[src/rtl/cpu_defs.sv]
// Shared definitions for the control sequencer: field layout, state encoding and opcodes.
package cpu_defs;

    localparam int unsigned IRW    = 32;
    localparam int unsigned OPW    = 5;
    localparam int unsigned RFW    = 4;
    localparam int unsigned OP_LSB = 27;
    localparam int unsigned RA_LSB = 23;
    localparam int unsigned RB_LSB = 19;
    localparam int unsigned RC_LSB = 15;

    // RESET_ST .. HALT, one T-step per state
    typedef enum logic [3:0] {
        StReset   = 4'd0,
        StFetch0  = 4'd1,
        StFetch1  = 4'd2,
        StFetch2  = 4'd3,
        StExec3   = 4'd4,
        StExec4   = 4'd5,
        StExec5   = 4'd6,
        StExec6   = 4'd7,
        StStopped = 4'd8,
        StHalt    = 4'd9
    } state_e;

    localparam logic [OPW-1:0] OpNop  = 5'b00000;
    localparam logic [OPW-1:0] OpAdd  = 5'b00011;
    localparam logic [OPW-1:0] OpSub  = 5'b00100;
    localparam logic [OPW-1:0] OpAnd  = 5'b00101;
    localparam logic [OPW-1:0] OpOr   = 5'b00110;
    localparam logic [OPW-1:0] OpMul  = 5'b01111;
    localparam logic [OPW-1:0] OpDiv  = 5'b10000;
    localparam logic [OPW-1:0] OpHalt = 5'b11011;

endpackage

[src/rtl/opcode_decoder.sv]
// Classifies the IR opcode field into the instruction groups the sequencer branches on.
module opcode_decoder
    import cpu_defs::*;
(
    input  logic [OPW-1:0] opcode_i,
    output logic           is_alu_o,
    output logic           is_muldiv_o,
    output logic           is_nop_o,
    output logic           is_halt_o,
    output logic           is_illegal_o
);

    // Exactly one class flag is raised for every opcode value
    always_comb begin
        is_alu_o     = 1'b0;
        is_muldiv_o  = 1'b0;
        is_nop_o     = 1'b0;
        is_halt_o    = 1'b0;
        is_illegal_o = 1'b0;
        case (opcode_i)
            OpAdd, OpSub, OpAnd, OpOr: is_alu_o    = 1'b1;
            OpMul, OpDiv:              is_muldiv_o = 1'b1;
            OpNop:                     is_nop_o    = 1'b1;
            OpHalt:                    is_halt_o   = 1'b1;
            default:                   is_illegal_o = 1'b1;
        endcase
    end

endmodule

[src/rtl/control_sequencer.sv]
// Moore control unit stepping the single-bus datapath through fetch and execute T-steps.
module control_sequencer
    import cpu_defs::*;
(
    input  logic           Clock,
    input  logic           Reset,
    input  logic [IRW-1:0] IR,
    input  logic           mem_ready,
    input  logic           Stop,
    output logic           PCout,
    output logic           MARin,
    output logic           IncPC,
    output logic           Zin,
    output logic           ZLOout,
    output logic           ZHIout,
    output logic           PCin,
    output logic           Read,
    output logic           MDRin,
    output logic           MDRout,
    output logic           IRin,
    output logic           Yin,
    output logic           HIin,
    output logic           LOin,
    output logic           Gra,
    output logic           Grb,
    output logic           Grc,
    output logic           Rin,
    output logic           Rout,
    output logic [OPW-1:0] alu_op,
    output logic           Run,
    output logic           illegal
);

    state_e         state_q, state_d;
    state_e         boundary_next;
    logic [OPW-1:0] opcode;
    logic           is_alu, is_muldiv, is_nop, is_halt, is_illegal;
    logic           unused_ir;

    assign opcode = IR[OP_LSB +: OPW];

    // Register fields are routed by Gra/Grb/Grc in the datapath, not decoded here
    assign unused_ir = ^{IR[RA_LSB +: RFW], IR[RB_LSB +: RFW], IR[RC_LSB +: RFW],
                         IR[RC_LSB-1:0]};

    opcode_decoder u_opcode_decoder (
        .opcode_i     (opcode),
        .is_alu_o     (is_alu),
        .is_muldiv_o  (is_muldiv),
        .is_nop_o     (is_nop),
        .is_halt_o    (is_halt),
        .is_illegal_o (is_illegal)
    );

    // Stop is only honoured at an instruction boundary
    assign boundary_next = Stop ? StStopped : StFetch0;

    // State register, asynchronously forced to reset state
    always_ff @(posedge Clock or posedge Reset) begin
        if (Reset) begin
            state_q <= StReset;
        end else begin
            state_q <= state_d;
        end
    end

    // Next-state sequencing
    always_comb begin
        state_d = state_q;
        case (state_q)
            StReset:   state_d = boundary_next;
            StFetch0:  state_d = StFetch1;
            StFetch1:  state_d = mem_ready ? StFetch2 : StFetch1;
            StFetch2:  state_d = StExec3;
            StExec3: begin
                if (is_alu || is_muldiv) begin
                    state_d = StExec4;
                end else if (is_halt) begin
                    state_d = StHalt;
                end else begin
                    state_d = boundary_next;
                end
            end
            StExec4:   state_d = StExec5;
            StExec5:   state_d = is_muldiv ? StExec6 : boundary_next;
            StExec6:   state_d = boundary_next;
            StStopped: state_d = Stop ? StStopped : StFetch0;
            StHalt:    state_d = StHalt;
            default:   state_d = StReset;
        endcase
    end

    // Strobe decode from registered state and the datapath's IR
    always_comb begin
        PCout   = 1'b0;
        MARin   = 1'b0;
        IncPC   = 1'b0;
        Zin     = 1'b0;
        ZLOout  = 1'b0;
        ZHIout  = 1'b0;
        PCin    = 1'b0;
        Read    = 1'b0;
        MDRin   = 1'b0;
        MDRout  = 1'b0;
        IRin    = 1'b0;
        Yin     = 1'b0;
        HIin    = 1'b0;
        LOin    = 1'b0;
        Gra     = 1'b0;
        Grb     = 1'b0;
        Grc     = 1'b0;
        Rin     = 1'b0;
        Rout    = 1'b0;
        alu_op  = '0;
        Run     = 1'b1;
        illegal = 1'b0;
        case (state_q)
            StFetch0: begin
                PCout = 1'b1;
                MARin = 1'b1;
                IncPC = 1'b1;
                Zin   = 1'b1;
            end
            StFetch1: begin
                ZLOout = 1'b1;
                PCin   = 1'b1;
                Read   = 1'b1;
                MDRin  = 1'b1;
            end
            StFetch2: begin
                MDRout = 1'b1;
                IRin   = 1'b1;
            end
            StExec3: begin
                if (is_alu || is_muldiv) begin
                    Grb  = 1'b1;
                    Rout = 1'b1;
                    Yin  = 1'b1;
                end
                illegal = is_illegal;
            end
            StExec4: begin
                Grc    = 1'b1;
                Rout   = 1'b1;
                Zin    = 1'b1;
                alu_op = opcode;
            end
            StExec5: begin
                ZLOout = 1'b1;
                if (is_muldiv) begin
                    LOin = 1'b1;
                end else begin
                    Gra = 1'b1;
                    Rin = 1'b1;
                end
            end
            StExec6: begin
                ZHIout = 1'b1;
                HIin   = 1'b1;
            end
            default: Run = 1'b0;
        endcase
    end

endmodule

[config.mk]
export PLATFORM = sky130hd
export DESIGN_NAME = control_sequencer
export DESIGN_NICKNAME = d
export VERILOG_FILES = /design/src/rtl/cpu_defs.sv /design/src/rtl/opcode_decoder.sv /design/src/rtl/control_sequencer.sv
export SDC_FILE = /design/constraint.sdc
export NUM_CORES = 1
export LEC_CHECK = 0
export CORE_MARGIN = 5
export CORE_UTILIZATION = 28
export CTS_BUF_LIST = sky130_fd_sc_hd__clkbuf_8 sky130_fd_sc_hd__clkbuf_16
export DETAILED_ROUTE_END_ITERATION = 8
export GPL_ROUTABILITY_DRIVEN = 1
export MAX_ROUTING_LAYER = met4
export PLACE_DENSITY = 0.78
export SYNTH_ARGS = -nofsm -noshare
export SYNTH_HDL_FRONTEND = slang
export SYNTH_SLANG_ARGS = --single-unit
[constraint.sdc]
create_clock -name Clock -period 1.3 [get_ports Clock]
set_input_delay 0.13 -clock Clock [delete_from_list [all_inputs] [get_ports Clock]]
set_output_delay 0.13 -clock Clock [all_outputs]
set_load 0.05 [all_outputs]
### Word level (Yosys, flattened, before mapping)

Cells that the tools add are included.

| storage, ports and cells | value |
|---|---|
| register bits | 4 |
| bits of input ports | 36 |
| output and inout port bits | 26 |
| logic and storage cells | 54 |

| cells by class | value |
|---|---|
| equal/unequal tests | 16 |
| multiplexer cells | 27 |
| reduce and logical (&&, ||, !) cells | 10 |

Operator list:

| operator | number |
|---|---|
| $pmux 4 s8 | 1 |
| $mux 1 | 20 |
| $eq 4x3->1 const B | 4 |
| $mux 4 | 4 |
| $eq 5x3->1 const B | 3 |
| $eq 5x5->1 const B | 2 |
| $eq 4x2->1 const B | 2 |
| $eq 4x4->1 const B | 2 |
| $reduce_or 8->1 | 1 |
| $reduce_or 7->1 | 1 |
| $reduce_or 2->1 | 3 |
| $eq 5x2->1 const B | 1 |
| $eq 5x4->1 const B | 1 |
| $logic_not 5->1 | 1 |
| $mux 5 | 1 |
| $eq 4x1->1 const B | 1 |
| $logic_not 4->1 | 1 |
| $reduce_or 4->1 | 1 |
| $reduce_or 3->1 | 1 |
| $pmux 1 s2 | 1 |
| $logic_or 1x1->1 | 1 |

### Depth between registers and ports, before layout

| logic depth | value |
|---|---|
| depth after elaboration | 6 |
| mapped depth | 5 |
| depth with buffers taken out | 4 |

### Hierarchy

From an unflattened synthesis, not the netlist that was laid out.

| unflattened totals | value |
|---|---|
| cells, all modules | 76 |
| area, all modules | 625.6 sq um |

By module, submodules not included:

| module | times used | cells an instance | area an instance (sq um) | sequential area each (sq um) |
|---|---|---|---|---|
| control_sequencer | 1 | 58 | 514.2 | 100.1 |
| opcode_decoder | 1 | 18 | 111.4 | 0.0 |

### Least setup slack after synthesis

No wires, ideal clock.

| timing path | value |
|---|---|
| kind | register -> output |
| from | register state_q[1] |
| to | output port MARin |
| data arrival time | 2.190 ns |
| data required time | 1.170 ns |
| path slack | -1.020 ns |
| cell stages (with the launch flop) | 6 |
| path buffers | 2 |
| path through | dfrtp_1 buf_2 inv_1 nand2_1 nor3_1 buf_4 |

| on the way | value |
|---|---|
| cells in the longest elaborated chain, start to end | 2 |

RTL lines:

| element | line | text |
|---|---|---|
| start, declared | control_sequencer.sv:34 | `state_e state_q, state_d;` |
| start signal, assigned | control_sequencer.sv:61 | `state_q <= StReset;` |
| start signal, assigned | control_sequencer.sv:63 | `state_q <= state_d;` |
| $eq 4x1->1 | - |  |
| $mux 1 | - |  |
| end, declared | control_sequencer.sv:11 | `output logic MARin,` |

Every way passes these cells.

### Worst setup path after layout

| timing path | value |
|---|---|
| from | register state_q[1] |
| to | output port alu_op[3] |

| on the way | value |
|---|---|
| cells in the longest elaborated chain, start to end | 2 |

RTL lines:

| element | line | text |
|---|---|---|
| $eq 4x3->1 | control_sequencer.sv:117 | `case (state_q)` |
| $mux 5 | control_sequencer.sv:117 |  |
| end, declared | control_sequencer.sv:29 | `output logic [OPW-1:0] alu_op,` |

Every way passes these cells.

==> results.py <==
metrics = {
    "timing": {
        "final_hold_viol_count": 0,
        "rsz0062_at_grt": "true",
        "worst-slew-pin-transition_ps": 299,
        "setup_viol": 29,
        "max_slew_margin_pct": 80.0,
        "report.final.slew_viol_count": 0,
        "period_share_pct": 123,
        "worst_slack_ps": -296,
        "finClkSkew_ps": 4.79,
        "final.min_clock_period_ps": 1600,
        "max_freq_ghz": 0.627,
        "whs_ps": 97.4,
        "setup_tns_ps": -5830,
    },
    "floorplan": {
        "start_util_pct": 29.1,
        "die_x_um": 60.8,
        "die_area_um2": 3690,
        "io_pins": 62,
        "core_area_um2": 2480,
        "rows": 18,
        "die_y_um": 60.8,
    },
    "synth": {
        "synth_warnings": 0,
        "yosysUniqueCellTypes": 42,
        "synth_xor_xnor_area_share_pct": 1.21,
        "synth_seq_area_share_pct": 13.9,
        "synthAdderAreaFrac_pct": 0,
        "synth_compound_area_share_pct": 26.0,
        "synthesis.area_um2": 722,
        "ys_ff_latch": 4,
        "yosys.area_share.simple_pct": 39.5,
        "syn_area_per_cell_um2": 7.37,
        "syn_nets": 134,
        "synth_cells": 98,
        "synth_top_family_by_area": "simple AND/OR/NAND/NOR gates",
        "muxShareOfSynthArea_pct": 1.56,
    },
    "cells_and_area": {
        "mostFrequentLayoutCells": "buf_12 (27), buf_4 (26), buf_6 (15), nor3_4 (7)",
        "drive_gt1_share_pct": 72.7,
        "area_growth_pct": 159,
        "fin_area_um2": 1870,
        "postLayoutCoreUtil_pct": 75.6,
        "layout.nets": 199,
        "largest_registers": "state_q (4)",
        "largest-register": "state_q",
        "final_common_cell": "buf_12",
        "largest_register_ffs": 4,
        "diodes": 0,
    },
    "critical_path": {
        "cp_slowest_cell": "dfrtp_2",
        "path_class": "register to output pin",
        "path_buf_inv": 3,
        "reg2reg_depth": 5,
        "crit_chain": "buf_6 > inv_6 > nand2_8 > nor2_4 > and2_4 > buf_12",
        "critPathLaunchType": "register",
        "cp_top_family": "simple AND/OR/NAND/NOR gates",
        "cp.arrival_ps": 1470,
        "crit_cells": 6,
        "cp-end-kind": "output pin",
        "worstPathRequired_ps": 1170,
        "critPathMaxStageDelay_ps": 430,
        "worst-path-max-fanout": 7,
    },
    "cts": {
        "htree_levels": 1,
        "cts.sinks": 4,
        "clockRootBuffer": "clkbuf_8",
        "clockBufferDepth": 2,
        "clk_latency_ps": 220,
        "cts_tree": "done",
        "cts_inserted_buffers": 3,
        "clkTransAtPathRegs_ps": 40,
    },
    "status": {
        "violations": "negative setup slack",
        "outcome": "finished, violations left",
    },
    "detailed_routing": {
        "drtIter0Drc": 19,
        "detail-route-antenna-nets": 0,
        "first_pass_iters": 4,
        "wirelength_um": 3220,
        "vias": 1014,
        "wire_per_inst_um": 16.8,
        "viasPerCell": 5.31,
        "drcViolationCount": 0,
    },
    "grt": {
        "grt_start_max_net_pins": 11,
        "grt_pass1_wl_um": 4850,
        "grt_usage_pct": 18.4,
        "antenna_found_initial": 0,
        "grt_pass1_vias": 1014,
        "gr-total-overflow": 0,
    },
    "power": {
        "p_leak_nw": 0.789,
        "p_total_mw": 3.80,
        "irDropWorstVdd_mv": 1.70,
        "power_density_nw_per_um2": 2030,
    },
    "placement": {
        "place_area_um2": 1650,
        "hpwl_um": 2190,
        "gp_congestion": 0.875,
        "portBuffers": 34,
    },
    "job": {
        "maxCapViolations": 0,
    },
    "hold_path": {
        "hold_path_class": "input pin to async pin",
    },
}
==> synth_stat cells <==
| cell type | n | share of area [%] |
|---|---|---|
| o21a_1 | 2 | 2.1 |
| nor2b_2 | 1 | 1.2 |
| nand2b_4 | 1 | 1.9 |
| or3_1 | 1 | 0.87 |
| a21boi_0 | 1 | 1.0 |
| a311oi_1 | 1 | 1.2 |
| nor3b_4 | 1 | 2.6 |
| and3b_1 | 1 | 1.2 |
| and3_1 | 1 | 0.87 |
| nand2b_1 | 1 | 0.87 |
| nor2_1 | 11 | 5.7 |
| a211oi_1 | 1 | 1.0 |
| and2_4 | 1 | 1.2 |
| a31oi_1 | 3 | 2.6 |
| nor3_1 | 9 | 6.2 |
| a211o_1 | 1 | 1.2 |
| a21oi_1 | 4 | 2.8 |
| dfrtp_1 | 4 | 14 |
| nor3_2 | 1 | 1.4 |
| and4b_2 | 1 | 1.6 |
| buf_6 | 1 | 1.6 |
| o21bai_1 | 1 | 1.0 |
| and2_1 | 6 | 5.2 |
| o21ai_0 | 4 | 2.8 |
| nand4_1 | 1 | 0.87 |
| buf_4 | 12 | 12 |
| inv_1 | 2 | 1.0 |
| a32oi_2 | 1 | 2.3 |
| a32o_1 | 1 | 1.4 |
| nand3b_1 | 1 | 1.0 |
| nand2_1 | 5 | 2.6 |
| o2bb2ai_1 | 1 | 1.2 |
| nor3b_1 | 1 | 1.0 |
| a22oi_1 | 2 | 2.1 |
| buf_2 | 4 | 2.8 |
| mux2_2 | 1 | 1.6 |
| nor4bb_1 | 1 | 1.4 |
| a2bb2oi_1 | 1 | 1.2 |
| nor2b_1 | 1 | 0.87 |
| o211ai_1 | 2 | 2.1 |
| or2_1 | 1 | 0.87 |
| xnor2_1 | 1 | 1.2 |
==> timing repair <==
action | 4_1_cts | 5_1_grt
setup endpoints to repair | 30 | 30
gates cloned | 0 | 0
gates resized for setup | 47 | 10
hold buffers | 0 | 0
pin swaps | 16 | 16
buffers inserted | 6 | 5
hold endpoints to repair | 0 | 0
==> metal layers <==
| metal | track usage, % | wire, um | vias up |
|---|---|---|---|
| li1 | - | - | 480 |
| met1 | 19.1 | 1150 | 496 |
| met2 | 34.4 | 1870 | 32 |
| met3 | 2.55 | 141 | 6 |
| met4 | 7.74 | 59 | 0 |
| met5 | - | 0 | - |
==> worst paths after layout <==
| kind | end | from | slack [ps] |
|---|---|---|---|
| max in group asynchronous | state_q[0] | Reset | 1040 |
| setup / recovery | alu_op[3] | state_q[1] | -300 |
| setup reg to reg | state_q[3] | state_q[0] | -120 |
| hold / removal | state_q[2] | Reset | 100 |
| hold reg to reg | state_q[2] | state_q[3] | 700 |
| min in group Clock | state_q[3] | IR[31] | 570 |
==> cells by family (layout without fill, tap and decap cells) <==
kind of cell | Yosys count | in the layout
xor gates and xnor gates | 1 | 1
DFF | 4 | 4
buffers and inverters | 19 | 82
muxes | 1 | 1
and+or+nand+nor | 47 | 47
AOI/OAI and AO/OA | 26 | 26
==> cell type report <==
class	count	area, um^2
Sequential cell	4	103
Tap cell	30	37.5
Inverter	2	12.5
Clock buffer	3	41.3
Timing Repair Buffer	77	975
Multi-Input combinational cell	75	703
Fill cell	154	606
==> per-stage QoR <==
stage,worst slack [ps],instances
2_1_floorplan,-290,98
3_3_place_gp,-579,181
3_5_place_dp,-634,181
4_1_cts,-272,189
5_1_grt,-353,191
6_report,-296,191
==> report_power, final <==
part | internal, mW | leakage, nW | total (mW) | switching [mW]
sequential | 0.189 | 0.0489 | 0.279 | 0.0900
combinational | 1.57 | 0.719 | 3.25 | 1.68
clock | 0.198 | 0.0216 | 0.272 | 0.0737
No activity file was read; power rests on OpenSTA's default activity.
